`src/rtl/tdc_pkg.sv`:
```
// Shared TDC definitions: sample width, sample and drop-count types, and the
// phase encoding of the block-average frame.
package tdc_pkg;

  localparam int TDC_DW = 20;

  typedef logic signed [TDC_DW-1:0] tdc_sample_t;
  typedef logic [7:0]               drop_cnt_t;

  typedef enum logic {
    PH_ACC,
    PH_LAST
  } phase_t;

  function automatic drop_cnt_t sat_inc(input drop_cnt_t v);
    return (v == '1) ? v : v + drop_cnt_t'(1);
  endfunction

endpackage

```
`src/rtl/tdc_avg_if.sv`:
```
// Result stream toward the readout side: FIFO head with a valid/ready handshake.
interface tdc_avg_if #(
  parameter int DW = 20
);
  logic signed [DW-1:0] o_data;
  logic                 o_valid;
  logic                 o_ready;

  modport master (output o_data, output o_valid, input o_ready);
  modport slave  (input o_data, input o_valid, output o_ready);
endinterface

```
`src/rtl/tdc_avg_fifo.sv`:
```
// Synchronous result FIFO with a registered show-ahead head; push and pop may
// coincide when full or empty. clr empties it and suppresses any pop.
module tdc_avg_fifo #(
  parameter int DW    = 20,
  parameter int DEPTH = 4
) (
  input  logic          clk,
  input  logic          rst,
  input  logic          clr,
  input  logic          push,
  input  logic [DW-1:0] din,
  input  logic          pop,
  output logic [DW-1:0] dout,
  output logic          empty,
  output logic          full
);
  localparam int AW = $clog2(DEPTH);

  logic [DW-1:0] mem [DEPTH];
  logic [AW-1:0] wp, rp;
  logic [AW:0]   cnt;
  logic          do_push, do_pop;

  always_comb begin
    empty   = (cnt == '0);
    full    = (cnt == (AW+1)'(DEPTH));
    do_pop  = pop & ~empty & ~clr;
    do_push = push & (~full | do_pop) & ~clr;
  end

  always_ff @(posedge clk) begin
    if (do_push) mem[wp] <= din;
  end

  always_ff @(posedge clk or posedge rst) begin
    if (rst) begin
      wp   <= '0;
      rp   <= '0;
      cnt  <= '0;
      dout <= '0;
    end else if (clr) begin
      wp  <= '0;
      rp  <= '0;
      cnt <= '0;
    end else begin
      if (do_push) wp <= wp + AW'(1);
      if (do_pop)  rp <= rp + AW'(1);
      case ({do_push, do_pop})
        2'b10:   cnt <= cnt + (AW+1)'(1);
        2'b01:   cnt <= cnt - (AW+1)'(1);
        default: cnt <= cnt;
      endcase
      // Head register tracks mem[rp]; a push into an empty (or emptying) FIFO
      // bypasses the array. When the FIFO drains the old head is held.
      if (do_pop) begin
        if (cnt > (AW+1)'(1)) dout <= mem[rp + AW'(1)];
        else if (do_push)     dout <= din;
      end else if (do_push && empty) begin
        dout <= din;
      end
    end
  end

endmodule

```
`src/rtl/tdc_avg.sv`:
```
// Decimating block averager: sums 2^LOG2N signed samples and queues the mean
// in an output FIFO, counting results dropped on overflow.
// Optional TDC_AVG_ROUND_EN: round half up instead of flooring.
module tdc_avg
  import tdc_pkg::*;
#(
  parameter int DW     = TDC_DW,
  parameter int LOG2N  = 4,
  parameter int FDEPTH = 4
) (
  input  logic                 clk,
  input  logic                 rst,
  input  logic                 i_dval,
  input  logic signed [DW-1:0] i_data,
  input  logic                 clr,
  tdc_avg_if.master            rd,
  output logic                 o_ovf,
  output drop_cnt_t            o_drop
);
  localparam int AW = DW + LOG2N;
  localparam int CW = (LOG2N > 0) ? LOG2N : 1;
  localparam int N  = 1 << LOG2N;

  typedef logic signed [AW-1:0] acc_t;

`ifdef TDC_AVG_ROUND_EN
  localparam acc_t RND = AW'((1 << LOG2N) >> 1);
`else
  localparam acc_t RND = '0;
`endif

  acc_t                 acc, sum, sum_r;
  logic [CW-1:0]        cnt;
  phase_t               phase;
  logic                 res_vld;
  logic signed [DW-1:0] res_data;
  logic [DW-1:0]        head;
  logic                 full, empty, pop;

  always_comb begin
    phase = (cnt == CW'(N - 1)) ? PH_LAST : PH_ACC;
    sum   = acc + AW'(i_data);
    sum_r = sum + RND;
    pop   = rd.o_valid & rd.o_ready;
  end

  assign rd.o_valid = ~empty;
  assign rd.o_data  = head;

  always_ff @(posedge clk or posedge rst) begin
    if (rst) begin
      acc      <= '0;
      cnt      <= '0;
      res_vld  <= 1'b0;
      res_data <= '0;
      o_ovf    <= 1'b0;
      o_drop   <= '0;
    end else if (clr) begin
      acc     <= '0;
      cnt     <= '0;
      res_vld <= 1'b0;
      o_ovf   <= 1'b0;
      o_drop  <= '0;
    end else begin
      res_vld <= 1'b0;
      if (i_dval) begin
        if (phase == PH_LAST) begin
          res_data <= DW'(sum_r >>> LOG2N);
          res_vld  <= 1'b1;
          acc      <= '0;
          cnt      <= '0;
        end else begin
          acc <= sum;
          cnt <= cnt + CW'(1);
        end
      end
      // A pending result is lost only if the FIFO is full and not popping now.
      if (res_vld && full && !pop) begin
        o_ovf  <= 1'b1;
        o_drop <= sat_inc(o_drop);
      end
    end
  end

  tdc_avg_fifo #(
    .DW    (DW),
    .DEPTH (FDEPTH)
  ) u_fifo (
    .clk   (clk),
    .rst   (rst),
    .clr   (clr),
    .push  (res_vld),
    .din   (res_data),
    .pop   (pop),
    .dout  (head),
    .empty (empty),
    .full  (full)
  );

endmodule

```
`src/flat_wrapper.sv`:
```
// flat-port wrapper written by rule: the top's interface ports become plain ports
module tdc_avg_flat import tdc_pkg::*;
#(
  parameter int DW     = TDC_DW,
  parameter int LOG2N  = 4,
  parameter int FDEPTH = 4
)
  (clk, rst, i_dval, i_data, clr, o_ovf, o_drop, rd_o_data, rd_o_valid, rd_o_ready);
  tdc_avg_if #(.DW(DW)) rd_i ();
  input  logic clk;
  input  logic rst;
  input  logic i_dval;
  input  logic signed [DW-1:0] i_data;
  input  logic clr;
  output logic o_ovf;
  output drop_cnt_t o_drop;
  output wire logic [$bits(rd_i.o_data)-1:0] rd_o_data;
  output wire logic [$bits(rd_i.o_valid)-1:0] rd_o_valid;
  input wire logic [$bits(rd_i.o_ready)-1:0] rd_o_ready;
  assign rd_o_data = rd_i.o_data;
  assign rd_o_valid = rd_i.o_valid;
  assign rd_i.o_ready = rd_o_ready;
  tdc_avg #(.DW(DW), .LOG2N(LOG2N), .FDEPTH(FDEPTH)) u_core (.clk(clk), .rst(rst), .i_dval(i_dval), .i_data(i_data), .clr(clr), .rd(rd_i), .o_ovf(o_ovf), .o_drop(o_drop));
endmodule
```
`config.mk`:
```
export PLATFORM = sky130hd
export DESIGN_NAME = tdc_avg_flat
export DESIGN_NICKNAME = d
export VERILOG_FILES = /design/src/rtl/tdc_pkg.sv /design/src/rtl/tdc_avg_if.sv /design/src/rtl/tdc_avg_fifo.sv /design/src/rtl/tdc_avg.sv /design/src/flat_wrapper.sv
export SDC_FILE = /design/constraint.sdc
export NUM_CORES = 1
export LEC_CHECK = 0
export BUFFER_PORTS_ARGS = -buffer_cell sky130_fd_sc_hd__buf_2
export CORE_MARGIN = 1.5
export CORE_UTILIZATION = 50
export CTS_BUF_LIST = sky130_fd_sc_hd__clkbuf_4
export DETAILED_ROUTE_END_ITERATION = 7
export GPL_TIMING_DRIVEN = 0
export PLACE_DENSITY_LB_ADDON = 0.2
export SYNTH_ARGS = -nofsm -noshare
export SYNTH_HDL_FRONTEND = slang
export SYNTH_SLANG_ARGS = --single-unit
```
`constraint.sdc`:
```
create_clock -name clk -period 2.4 [get_ports clk]
set_input_delay 0.24 -clock clk [delete_from_list [all_inputs] [get_ports clk]]
set_output_delay 0.24 -clock clk [all_outputs]
set_load 0.03 [all_outputs]
```
==> results.toml <==
[global_route]
grt_usage_pct = 21.5
grt_pass1_wl_mm = 26.9
grt_pass1_vias = 5243
overflow = 0
grt_max_degree = 43
antenna_found_initial = 1

[setup_path]
required_ps = 2840
worstSetupStartpointType = "register"
arrival_ps = 2870
path_class = "reg -> reg"
cp_max_fo = 6
endpoint_kind = "register"

[clock_network]
clock_sinks = 165
numCtsBuffers = 17
cts_buffer_depth = 2
clk_pin_slew_ps = 130
clock_latency_ps = 560
cts_tree = "built"
htreeDepth = 4
cts_root_buf = "clkbuf_4"

[die]
die_h_um = 128
dieArea_mm2 = 0.0165
core_mm2 = 0.0153
start_util_pct = 51.4
io-pin-count = 55
rows = 45
die_x_um = 128

[logic_synthesis]
synth_fp_nets = 672
syn_inst = 614
post_synth_num_cell_types = 55
yosysSeqAreaShare_pct = 57.7
syn_area_per_cell_um2 = 12.8
ys_warn_count = 0
ys_async_sr_fraction_pct = 51.5
synth_area_mm2 = 0.00785
synth_edf_count = 80
ys_ff_latch = 165
synth-main-ff-cell = "dfrtp_1"

[routing]
drcViolationCount = 0
first_pass_iters = 4
vias_per_cell = 5.64
drtIter0Drc = 357
avgRoutedWirePerCell_um = 18.2
drtAntennaViolNets = 0
vias = 5173
finalWirelength_mm = 16.7

[sta]
final-setup-viol-count = 3
tns_ps = -68.0
finClkSkew_ps = 21.3
setup_slack_ps = -30.3
maxSlewHeadroom_pct = 42.1
fmax_mhz = 411
post-route-period-util_pct = 101
worstMarginPinSlew_ps = 869
slew_violations = 0
finalHoldViolCount = 0
rsz0062_at_grt = "yes"
fin_crit_ps = 2430

[layout]
finalNetCount = 751
final_cell_mix = "dfrtp_1, edfxtp_1, buf_2"
fin_cells = 918
layout-drive-gt1-share_pct = 25.9
area_delta_synth_final_pct = 14.7
finish.utilization_pct = 59.0
final_common_cell = "dfrtp_1"
fillers = 1222

[place]
place_congestion = 0.846
place_hpwl_mm = 11.4
io_buffers = 53
placedCellCount = 880

[job]
maxCapViolCount = 0

[outcome]
violations = "negative setup slack"
status = "complete, but fails checks"

[power]
powerDensity_mw_per_mm2 = 809
ir_drop_v = 0.000428
p_leak_nw = 4.02
p_total_mw = 7.29

[hold_path]
min_path_type = "in -> reg"
## state kept, by name, indices dropped and copies added (netlist names)
name / flops
u_core.res_vld: 1
u_core.res_data: 20
u_core.u_fifo.wp: 2
u_core.u_fifo.cnt: 3
u_core.u_fifo.rp: 2
u_core.o_drop: 8
u_core.acc: 24
u_core.u_fifo.mem: 80
u_core.u_fifo.dout: 20
u_core.o_ovf: 1
u_core.cnt: 4
## Yosys cell counts, drive strengths merged, types with 2 or more instances
master | n | area [um2]
a41oi | 2 | 17.5
nor4 | 2 | 12.5
clkbuf | 23 | 86.3
nand4 | 12 | 75.1
nor3 | 3 | 15.0
buf | 8 | 38.8
o211ai | 3 | 27.5
dfrtp | 85 | 2130
mux4 | 20 | 450
and2 | 5 | 31.3
nor2 | 50 | 188
o31a | 2 | 17.5
ha | 32 | 400
o31ai | 3 | 27.5
nor2b | 4 | 25.0
and3 | 4 | 26.3
edfxtp | 80 | 2400
a21boi | 3 | 22.5
xnor2 | 15 | 131
a22o | 18 | 158
nand3b | 4 | 30.0
o21a | 3 | 22.5
xor2 | 14 | 123
nand2 | 30 | 113
a21o | 6 | 45.0
inv | 18 | 67.6
o21ai | 28 | 140
a31oi | 6 | 37.5
a21oi | 50 | 254
mux2 | 18 | 203
mux2i | 25 | 250
nand2b | 7 | 43.8
nand3 | 10 | 50.1
or3 | 6 | 38.8
o21bai | 2 | 15.0
## where the power goes
part | switching [mW] | internal, mW | leakage (nW)
clock | 0.930 | 0.617 | 0.143
sequential | 0.166 | 3.21 | 2.06
combinational | 1.47 | 0.894 | 1.82
total | 2.56 | 4.72 | 4.02
## layout make-up
type | instances | area (um2) | area share (%)
inverters | 18 | 71.3 | 0.792
repair buffers | 66 | 397 | 4.41
clock buffers | 19 | 143 | 1.58
multi-input cells | 400 | 3360 | 37.4
diodes | 1 | 2.50 | 0.0278
flip-flops and latches | 165 | 4530 | 50.3
well taps | 211 | 264 | 2.93
clock inverters | 13 | 115 | 1.28
plain buffers | 25 | 116 | 1.29
## kinds of logic (layout without fill, tap and decap cells)
kind of cell,after synthesis,in the layout,share of synthesized area (%)
flops,165,165,57.7
simple gates,140,140,8.55
compound gates,134,134,10.9
mux,63,63,11.5
buf+inv,49,141,2.46
fa+ha+maj,33,33,5.36
xor+xnor,30,30,3.52
other cells,0,1,0
## path summary, 6_finish.rpt
path	from	endpoint	slack, ps	cells past startpoint
max reg2reg	u_core.acc[0]	u_core.res_data[12]	-30	11
min	i_data[0]	u_core.acc[0]	40	3
max	u_core.acc[0]	u_core.res_data[12]	-30	11
max in group asynchronous	rst	u_core.u_fifo.dout[10]	1490	5
min in group asynchronous	rst	u_core.o_ovf	150	3
min reg2reg	u_core.o_ovf	u_core.o_ovf	510	2
## stage by stage
stage | hold WS (ps) | instance area, um2 | worst slack (ps)
after floorplan | 401 | 7850 | 21.6
after global placement | 476 | 8380 | -407
after detailed placement | 215 | 8420 | -474
after CTS | 7.71 | 8820 | -82.9
after global routing | 25.3 | 9000 | -98.9
final | 35.8 | 9000 | -30.3
## critical path, stage by stage, from the launching register on
cell and delay (ps):
dfrtp_1 390, ha_2 200, inv_2 50, fa_2 350, nand2b_4 170, a21oi_4 140, o21ai_2 80, o211ai_1 170
buf_4 220, a41oi_4 120, xnor2_2 160, mux2_4 260
## routing by layer
metal  up-vias  global-route usage [%]  routed length, um
li1       2455                       -                  -
met1      2566                    28.2               7560
met2       128                    36.4               8230
met3        24                    3.55                646
met4         0                    7.73                272
met5         -                       0                  0
## timing repair
action	4_1_cts	5_1_grt
setup buffers	4	6
resized for setup	26	44
pin swaps	8	17
endpoints found under the setup margin	125	131
endpoints found under the hold margin	44	0
hold buffers	2	0
No activity file was read; power rests on OpenSTA's default activity.
